## config.mk

```make
export PLATFORM = sky130hd
export DESIGN_NAME = serial_nibble_deser_flat
export DESIGN_NICKNAME = d
export VERILOG_FILES = /design/src/rtl/serial_nibble_deser_if.sv /design/src/rtl/serial_nibble_deser.sv /design/src/flat_wrapper.sv
export SDC_FILE = /design/constraint.sdc
export NUM_CORES = 1
export LEC_CHECK = 0
export ABC_AREA = 0
export ABC_CLOCK_PERIOD_IN_PS = 4800
export BUFFER_PORTS_ARGS = -buffer_cell sky130_fd_sc_hd__buf_2
export CELL_PAD_IN_SITES_DETAIL_PLACEMENT = 1
export CELL_PAD_IN_SITES_GLOBAL_PLACEMENT = 1
export CORE_AREA = 2 2 51 53
export CTS_BUF_LIST = sky130_fd_sc_hd__clkbuf_16
export DETAILED_ROUTE_END_ITERATION = 12
export DIE_AREA = 0 0 53 55
export PLACE_DENSITY = 0.84
export SLEW_MARGIN = 20
export SYNTH_ARGS = -nofsm -noshare
export SYNTH_HDL_FRONTEND = slang
export SYNTH_SLANG_ARGS = --single-unit
```

## constraint.sdc

```tcl
create_clock -name i_clk -period 4.8 [get_ports i_clk]
set_input_delay 0.24 -clock i_clk [delete_from_list [all_inputs] [get_ports i_clk]]
set_output_delay 0.24 -clock i_clk [all_outputs]
set_load 0.05 [all_outputs]
```

## src/rtl/serial_nibble_deser_if.sv

```systemverilog
// Serial-in / parallel-out bus for serial_nibble_deser.
// Ports (signals):
//   i_sdata, i_svalid, i_sof : serial bit, bit-valid, start-of-frame (toward the deserializer)
//   o_a[WIDTH-1:0], o_en     : assembled word and latch enable for the nibble-reversal stage
//   o_busy, o_err            : frame in progress, single-cycle error pulse
// Modports: master drives the serial side, slave is the deserializer.
interface serial_nibble_deser_if #(
   parameter int unsigned WIDTH = 4
);
   logic             i_sdata;
   logic             i_svalid;
   logic             i_sof;
   logic [WIDTH-1:0] o_a;
   logic             o_en;
   logic             o_busy;
   logic             o_err;

   modport master (
      output i_sdata, i_svalid, i_sof,
      input  o_a, o_en, o_busy, o_err
   );

   modport slave (
      input  i_sdata, i_svalid, i_sof,
      output o_a, o_en, o_busy, o_err
   );
endinterface

```

## src/rtl/serial_nibble_deser.sv

```systemverilog
// Bit-serial to parallel deserializer feeding the nibble-reversal stage.
// Collects WIDTH bits per frame (i_sof marks bit 0) and presents the word on
// o_a together with a registered enable o_en held for EN_CYCLES cycles.
// Ports:
//   i_clk   : clock, rising edge
//   i_rst_n : asynchronous active-low reset
//   bus     : serial_nibble_deser_if.slave (i_sdata/i_svalid/i_sof in,
//             o_a/o_en/o_busy/o_err out)
// Optional feature: define SERIAL_NIBBLE_DESER_PARITY_EN to require an
// even-parity bit after the data bits (PAR state).
module serial_nibble_deser #(
   parameter int unsigned WIDTH     = 4,
   parameter int unsigned EN_CYCLES = 1,
   parameter bit          MSB_FIRST = 1'b1
) (
   input logic                 i_clk,
   input logic                 i_rst_n,
   serial_nibble_deser_if.slave bus
);

   localparam int unsigned    CW        = $clog2(WIDTH);
   localparam logic [CW-1:0]  LAST_BIT  = CW'(WIDTH - 1);
   localparam logic [3:0]     HOLD_INIT = 4'(EN_CYCLES - 1);

`ifdef SERIAL_NIBBLE_DESER_PARITY_EN
   typedef enum logic [1:0] {IDLE, SHIFT, HOLD, PAR} state_t;
`else
   typedef enum logic [1:0] {IDLE, SHIFT, HOLD} state_t;
`endif

   state_t           state, state_n;
   logic [WIDTH-1:0] sr, sr_n, word;
   logic [CW-1:0]    cnt, cnt_n;
   logic [3:0]       hold_cnt, hold_n;
   logic [WIDTH-1:0] a_q, a_n;
   logic             en_q, en_n;
   logic             err_q, err_n;

   // Shifting in from the LSB end leaves bit 0 at the MSB after WIDTH bits;
   // shifting in from the MSB end leaves bit 0 at index 0.
   function automatic logic [WIDTH-1:0] shift_in(input logic [WIDTH-1:0] cur,
                                                 input logic b);
      if (MSB_FIRST)
         shift_in = {cur[WIDTH-2:0], b};
      else
         shift_in = {b, cur[WIDTH-1:1]};
   endfunction

   always_comb begin
      state_n = state;
      sr_n    = sr;
      cnt_n   = cnt;
      hold_n  = hold_cnt;
      a_n     = a_q;
      en_n    = 1'b0;
      err_n   = 1'b0;
      word    = shift_in(sr, bus.i_sdata);

      unique case (state)
         IDLE: begin
            if (bus.i_svalid && bus.i_sof) begin
               sr_n    = shift_in('0, bus.i_sdata);
               cnt_n   = CW'(1);
               state_n = SHIFT;
            end
         end
         SHIFT: begin
            if (bus.i_svalid) begin
               if (bus.i_sof) begin
                  // Framing error: drop partial word, this bit restarts the frame.
                  err_n = 1'b1;
                  sr_n  = shift_in('0, bus.i_sdata);
                  cnt_n = CW'(1);
               end else if (cnt == LAST_BIT) begin
                  sr_n  = word;
                  cnt_n = '0;
`ifdef SERIAL_NIBBLE_DESER_PARITY_EN
                  state_n = PAR;
`else
                  a_n     = word;
                  en_n    = 1'b1;
                  hold_n  = HOLD_INIT;
                  state_n = HOLD;
`endif
               end else begin
                  sr_n  = word;
                  cnt_n = cnt + 1'b1;
               end
            end
         end
         HOLD: begin
            // Bits arriving while the word is presented are dropped.
            if (bus.i_svalid)
               err_n = 1'b1;
            if (hold_cnt != 4'd0) begin
               en_n   = 1'b1;
               hold_n = hold_cnt - 4'd1;
            end else begin
               state_n = IDLE;
            end
         end
`ifdef SERIAL_NIBBLE_DESER_PARITY_EN
         PAR: begin
            if (bus.i_svalid) begin
               if (bus.i_sof) begin
                  err_n   = 1'b1;
                  sr_n    = shift_in('0, bus.i_sdata);
                  cnt_n   = CW'(1);
                  state_n = SHIFT;
               end else if ((^sr) == bus.i_sdata) begin
                  a_n     = sr;
                  en_n    = 1'b1;
                  hold_n  = HOLD_INIT;
                  state_n = HOLD;
               end else begin
                  err_n   = 1'b1;
                  state_n = IDLE;
               end
            end
         end
`endif
         default: state_n = IDLE;
      endcase
   end

   always_ff @(posedge i_clk or negedge i_rst_n) begin
      if (!i_rst_n) begin
         state    <= IDLE;
         sr       <= '0;
         cnt      <= '0;
         hold_cnt <= '0;
         a_q      <= '0;
         en_q     <= 1'b0;
         err_q    <= 1'b0;
      end else begin
         state    <= state_n;
         sr       <= sr_n;
         cnt      <= cnt_n;
         hold_cnt <= hold_n;
         a_q      <= a_n;
         en_q     <= en_n;
         err_q    <= err_n;
      end
   end

   assign bus.o_a    = a_q;
   assign bus.o_en   = en_q;
   assign bus.o_err  = err_q;
   assign bus.o_busy = (state != IDLE);

endmodule

```

## src/flat_wrapper.sv

```systemverilog
// flat-port wrapper written by rule: the top's interface ports become plain ports
module serial_nibble_deser_flat 
#(
   parameter int unsigned WIDTH     = 4,
   parameter int unsigned EN_CYCLES = 1,
   parameter bit          MSB_FIRST = 1'b1
)
  (i_clk, i_rst_n, bus_i_sdata, bus_i_svalid, bus_i_sof, bus_o_a, bus_o_en, bus_o_busy, bus_o_err);
  serial_nibble_deser_if #(.WIDTH(WIDTH)) bus_i ();
  input logic i_clk;
  input logic i_rst_n;
  input wire logic [$bits(bus_i.i_sdata)-1:0] bus_i_sdata;
  input wire logic [$bits(bus_i.i_svalid)-1:0] bus_i_svalid;
  input wire logic [$bits(bus_i.i_sof)-1:0] bus_i_sof;
  output wire logic [$bits(bus_i.o_a)-1:0] bus_o_a;
  output wire logic [$bits(bus_i.o_en)-1:0] bus_o_en;
  output wire logic [$bits(bus_i.o_busy)-1:0] bus_o_busy;
  output wire logic [$bits(bus_i.o_err)-1:0] bus_o_err;
  assign bus_i.i_sdata = bus_i_sdata;
  assign bus_i.i_svalid = bus_i_svalid;
  assign bus_i.i_sof = bus_i_sof;
  assign bus_o_a = bus_i.o_a;
  assign bus_o_en = bus_i.o_en;
  assign bus_o_busy = bus_i.o_busy;
  assign bus_o_err = bus_i.o_err;
  serial_nibble_deser #(.WIDTH(WIDTH), .EN_CYCLES(EN_CYCLES), .MSB_FIRST(MSB_FIRST)) u_core (.i_clk(i_clk), .i_rst_n(i_rst_n), .bus(bus_i));
endmodule
```

# == Yosys cells after proc, flatten, opt, wreduce, memory -nomap -nowiden ==
# Index checks and enable logic that the tools add are counted.
# classes
eq_ne,9
order_cmp,0
shift,0
n_reduce_logical,10
multipliers,0
muxes,28
n_bitwise,1
addsub,2
div,0
# ops
operator,count
two-way mux 2 bit,8
two-way mux 4 bit,4
AND reduction 5 bit,2
two-way mux 3 bit,3
case mux 4 bit (2 select lines),1
two-way mux 1 bit,7
inequality test 2 x 1 -> 1 bit (second input constant),3
inequality test 2 bit (second input constant),3
case mux 2 bit (3 select lines),1
case mux 3 bit (2 select lines),1
nonzero test 2 bit,3
== test 2 bit (second input constant),2
case mux 1 bit (2 select lines),2
case mux 2 bit (2 select lines),1
AND reduction 4 bit,1
nonzero test 4 bit,1
subtractor 4 x 1 -> 4 bit (second input constant),1
AND reduction 3 bit,1
adder 2 x 1 -> 2 bit (second input constant),1
== test 2 x 1 -> 1 bit (second input constant),1
logical NOT 2 bit,1
logical AND 1 bit,1
NOT 1 bit,1
# word_totals
mem_count,0
reg_bits,17
latchBits,0
ramBits,0
romBits,0
elab_cells,57
output_inout_bits,7

# == Depth between registers and ports, before layout ==
# depth
word_depth,5
depth_mapped,6

# == Worst setup path before layout ==
# OpenSTA, ideal clock, no wires.
# synth_timing
path_kind,flip-flop to flip-flop
start,register u_core.hold_cnt[0]
end,register u_core.state[0]
path_stages_with_launch,6
path_buffers,0
setup_ns,0.128
arrival_ns,1.496
t_required_ns,4.672
path_slack_ns,3.177
path_cell_list,dfrtp_1 inv_1 ha_1 or3b_4 a32oi_2 mux2_1
# synth_between
elab_chain_cells,3
# synth_lines
item,line_no,source
"start, declared",serial_nibble_deser.sv:34,"logic [3:0] hold_cnt, hold_n;"
"start signal, assigned",serial_nibble_deser.sv:139,hold_cnt <= hold_n;
nonzero test 4 bit,serial_nibble_deser.sv:95,if (hold_cnt != 4'd0) begin
inequality test 2 bit (no line),--,
AND reduction 5 bit (no line),--,
"end signal, assigned",serial_nibble_deser.sv:136,state <= state_n;
"end, declared",serial_nibble_deser.sv:31,"state_t state, state_n;"
# No other way between the ends.
# A chain may end at the register's enable or synchronous reset.

# == Worst setup path after layout ==
# layout_timing
start,register u_core.state[1]
end,register u_core.hold_cnt[2]
# layout_between
elab_chain_cells,3
# layout_lines
item,line_no,source
== test 2 bit / == test 2 x 1 -> 1 bit (equally long branches),serial_nibble_deser.sv:59,unique case (state)
inequality test 2 x 1 -> 1 bit (no line) (tied with other cells),--,
AND reduction 5 bit (no line),--,
# Several ways; a longest one is shown, not always the timed one.

==> metrics.txt <==
# TYPE chip_impl_metric gauge
chip_impl_info{name="status",value="finished clean"} 1
chip_impl_metric{name="synth.net_count",unit=""} 98
chip_impl_metric{name="final_min_period_over_clock_period",unit="%"} 39.89
chip_impl_metric{name="die_w",unit="µm"} 53
chip_impl_metric{name="grt_first_pass_wirelength",unit="µm"} 3670
chip_impl_info{name="cp-start-kind",value="flop"} 1
chip_impl_metric{name="initial_standard_cell_utilization_of_the_core",unit="%"} 41.43
chip_impl_metric{name="synth-warning-count",unit=""} 0
chip_impl_info{name="crit_type",value="flop to flop"} 1
chip_impl_metric{name="final_cells",unit=""} 130
chip_impl_metric{name="largest_net_degree_at_the_start_of_global_routing",unit=""} 18
chip_impl_metric{name="worst_pin_slew",unit="ps"} 498.6
chip_impl_info{name="worst_r2r_startpoint",value="u_core.state[1]"} 1
chip_impl_metric{name="grt_use_met1",unit="%"} 20.40
chip_impl_metric{name="antenna_cells",unit=""} 0
chip_impl_metric{name="routabilityCongestion",unit=""} 0.8088
chip_impl_metric{name="ys_seq_elements",unit=""} 17
chip_impl_metric{name="pre_cts_setup_slack",unit="ps"} 2892
chip_impl_metric{name="route.detailed.drc",unit=""} 0
chip_impl_info{name="global_route.peak_usage_layer",value="met2"} 1
chip_impl_metric{name="die_h",unit="µm"} 55
chip_impl_info{name="clk_root_buffer_cell",value="clkbuf_16"} 1
chip_impl_metric{name="detailedRoute.firstIterationViolations",unit=""} 4
chip_impl_metric{name="groute.usage.overall",unit="%"} 17.95
chip_impl_info{name="grt_setup_unrepaired",value="no"} 1
chip_impl_metric{name="post_drt_via_cell_ratio",unit=""} 5.600
chip_impl_info{name="layout_common_cells",value="dfrtp_1 (17), buf_2 (11), inv_1 (8), ha_1 (7), mux2_2 (5)"} 1
chip_impl_metric{name="synth_top_area_share",unit="%"} 43.42
chip_impl_metric{name="placedInstanceArea",unit="µm²"} 1057
chip_impl_metric{name="core_region_area",unit="µm²"} 2365
chip_impl_metric{name="clock_tree.buffer_depth",unit=""} 2
chip_impl_metric{name="layout.nets",unit=""} 113
chip_impl_info{name="mostFrequentLayoutCell",value="dfrtp_1"} 1
chip_impl_metric{name="regArea",unit="µm²"} 425.4
chip_impl_metric{name="report.final.hold_viol_count",unit=""} 0
chip_impl_metric{name="dp_hpwl",unit="µm"} 1553
chip_impl_info{name="endpoint_kind",value="flop"} 1
chip_impl_metric{name="cts_buffers",unit=""} 3
chip_impl_info{name="cp-startpoint",value="u_core.state[1]"} 1
chip_impl_metric{name="ir_worst_vdd",unit="mV"} 0.4246
chip_impl_metric{name="report.final.setup_viol",unit=""} 0
chip_impl_metric{name="vias_in_the_first_global_route",unit=""} 788
chip_impl_metric{name="finalSetupTns",unit="ps"} 0
chip_impl_metric{name="cts_htree_levels",unit=""} 1
chip_impl_info{name="hold_class",value="primary input to flop"} 1
chip_impl_metric{name="gr-total-overflow",unit=""} 0
chip_impl_metric{name="drtPass1Iterations",unit=""} 4
chip_impl_metric{name="data_arrival_time_of_the_critical_path",unit="ps"} 2050
chip_impl_metric{name="timing.critical_path.required",unit="ps"} 4930
chip_impl_metric{name="area_delta_synth_final",unit="%"} 16.99
chip_impl_metric{name="groute.layer.met3.usage",unit="%"} 2.419
chip_impl_metric{name="timing.final.crit_period",unit="ps"} 1915
chip_impl_info{name="yosys-top-cells-area",value="dfrtp_1 (43%), ha_1 (8.9%), mux2_2 (5.7%)"} 1
chip_impl_metric{name="route.final.wire_length",unit="µm"} 2097
chip_impl_metric{name="cts.reportedPaths.clkPinSlew",unit="ps"} 50
chip_impl_metric{name="vias",unit=""} 728
chip_impl_info{name="tritoncts",value="yes"} 1
chip_impl_metric{name="syn-mean-instance-area",unit="µm²"} 11.39
chip_impl_metric{name="ys_types",unit=""} 34
chip_impl_metric{name="final_max_slew_viol_count",unit=""} 0
chip_impl_metric{name="antenna_violations_before_repair",unit=""} 0
chip_impl_metric{name="timing.clock.skew",unit="ps"} 2.914
chip_impl_metric{name="cts_sinks",unit=""} 17
chip_impl_info{name="hp-start",value="bus_i_sdata"} 1
chip_impl_metric{name="die-area",unit="µm²"} 2915
chip_impl_metric{name="maxCapViolCount",unit=""} 0
chip_impl_metric{name="postCtsSetupRepairBufs",unit=""} 0
chip_impl_metric{name="critical_path_peak_fanout",unit=""} 14
chip_impl_metric{name="globalRouteMet2Util",unit="%"} 31.87
chip_impl_metric{name="mapped_cells",unit=""} 86
chip_impl_metric{name="placement_rows",unit=""} 18
chip_impl_metric{name="wl_per_cell",unit="µm"} 16.13
chip_impl_metric{name="place.port_buffers",unit=""} 11
chip_impl_metric{name="fillerInstances",unit=""} 266
chip_impl_metric{name="detail_route_antenna_nets",unit=""} 0
chip_impl_metric{name="clock_insertion_delay_worst_skew",unit="ps"} 250
chip_impl_metric{name="achievable-frequency",unit="GHz"} 0.5222
chip_impl_metric{name="final_critical_path_setup_slack",unit="ps"} 2885
chip_impl_metric{name="multi_input_area",unit="µm²"} 513.0
chip_impl_metric{name="place_inst",unit=""} 125
chip_impl_metric{name="io_pins",unit=""} 12
chip_impl_metric{name="drive_above_1_share",unit="%"} 24.00
chip_impl_metric{name="power.leakage",unit="nW"} 0.5680
chip_impl_info{name="synth_top_cell_by_area",value="dfrtp_1"} 1
chip_impl_metric{name="final_cell_area",unit="µm²"} 1146
chip_impl_metric{name="maxSlewHeadroom",unit="%"} 66.76
chip_impl_metric{name="syn-cell-area",unit="µm²"} 979.7
chip_impl_metric{name="synth_sequential_area_ratio",unit="%"} 43.42
chip_impl_metric{name="power_density",unit="nW/µm²"} 738.6
metrics by stage:
step | util (%) | hold slack [ps] | total power [W]
floorplan | - | -55.59 | 0.0005805
CTS | 48.47 | 228.1 | 0.0008536
global placement | 44.71 | 178.7 | 0.0006547
detailed placement | 44.71 | 185.4 | 0.0006811
finish | 48.47 | 231.6 | 0.0008465
global route | 48.47 | 241.0 | 0.0009062
synth_stat cells, drive strengths merged:
cell type and n:
nor2 2, nand2b 4, o32ai 1, nor2b 3, nand3 1, nand3b 2
and3 2, ha 7, a32oi 2, nand4bb 1, nand4b 1, and3b 1
and2 1, o21ai 2, nand2 4, and2b 1, a211o 1, a21boi 1
o22ai 1, or3b 1, mux2 8, or3 1, o2bb2ai 3, buf 2
inv 7, a21oi 4, nor3b 1, a2111oi 1, or2 1, a2bb2oi 1
dfrtp 17, a221o 1
per-layer routing:
layer,wire (µm),vias to the layer above
met5,0,-
met4,70,0
met3,85,7
met2,1050,19
met1,890,365
li1,-,337
flip-flops by register name (all words and copies together) (netlist names):
signal,count
u_core.bus.o_a,4
u_core.hold_cnt,4
u_core.sr,3
u_core.cnt,2
u_core.state,2
u_core.bus.o_en,1
u_core.bus.o_err,1
power by group:
part | leakage [nW] | switching (W) | internal, W | total (W)
combinational | 0.303 | 0.000270 | 0.000171 | 0.000441
sequential | 0.222 | 0.0000398 | 0.000202 | 0.000242
clock | 0.0423 | 0.0000528 | 0.000111 | 0.000163
cells by family after synthesis:
kind of cell    after synthesis  synth area share (%)
compound gates               18                 14.94
fa+ha+maj                     7                 8.940
buf+inv                       9                 4.215
flops                        17                 43.42
mux                           8                 9.195
simple gates                 27                 19.28
what timing repair did:
| action | 4_1_cts | 5_1_grt |
|---|---|---|
| endpoints found under the hold margin | 17 | 0 |
| hold buffers | 1 | 0 |
| gates resized for setup | 0 | 0 |
worst paths after layout:
check	end	cells past startpoint	slack, ps
min in group asynchronous	u_core.hold_cnt[0]	2	450
max	u_core.hold_cnt[2]	5	2890
max in group asynchronous	u_core.sr[1]	2	4080
max reg2reg	u_core.hold_cnt[2]	5	2890
min	u_core.sr[0]	2	230
min reg2reg	u_core.bus.o_a[1]	1	510
area by class of cell:
type / count / area share [%]
Clock inverter: 1 / 0.3275
Multi-Input combinational cell: 60 / 44.76
Clock buffer: 3 / 6.550
Tap cell: 30 / 3.275
Inverter: 7 / 2.293
Sequential cell: 17 / 37.12
Timing Repair Buffer: 12 / 5.677
worst max-delay path, cell delays in order, from the launching register on:
cell and delay [ps]:
dfrtp_1 390, inv_1 130, ha_1 490, nand4b_4 210
and2_1 230, a221o_1 350
No activity file was read; power rests on OpenSTA's default activity.
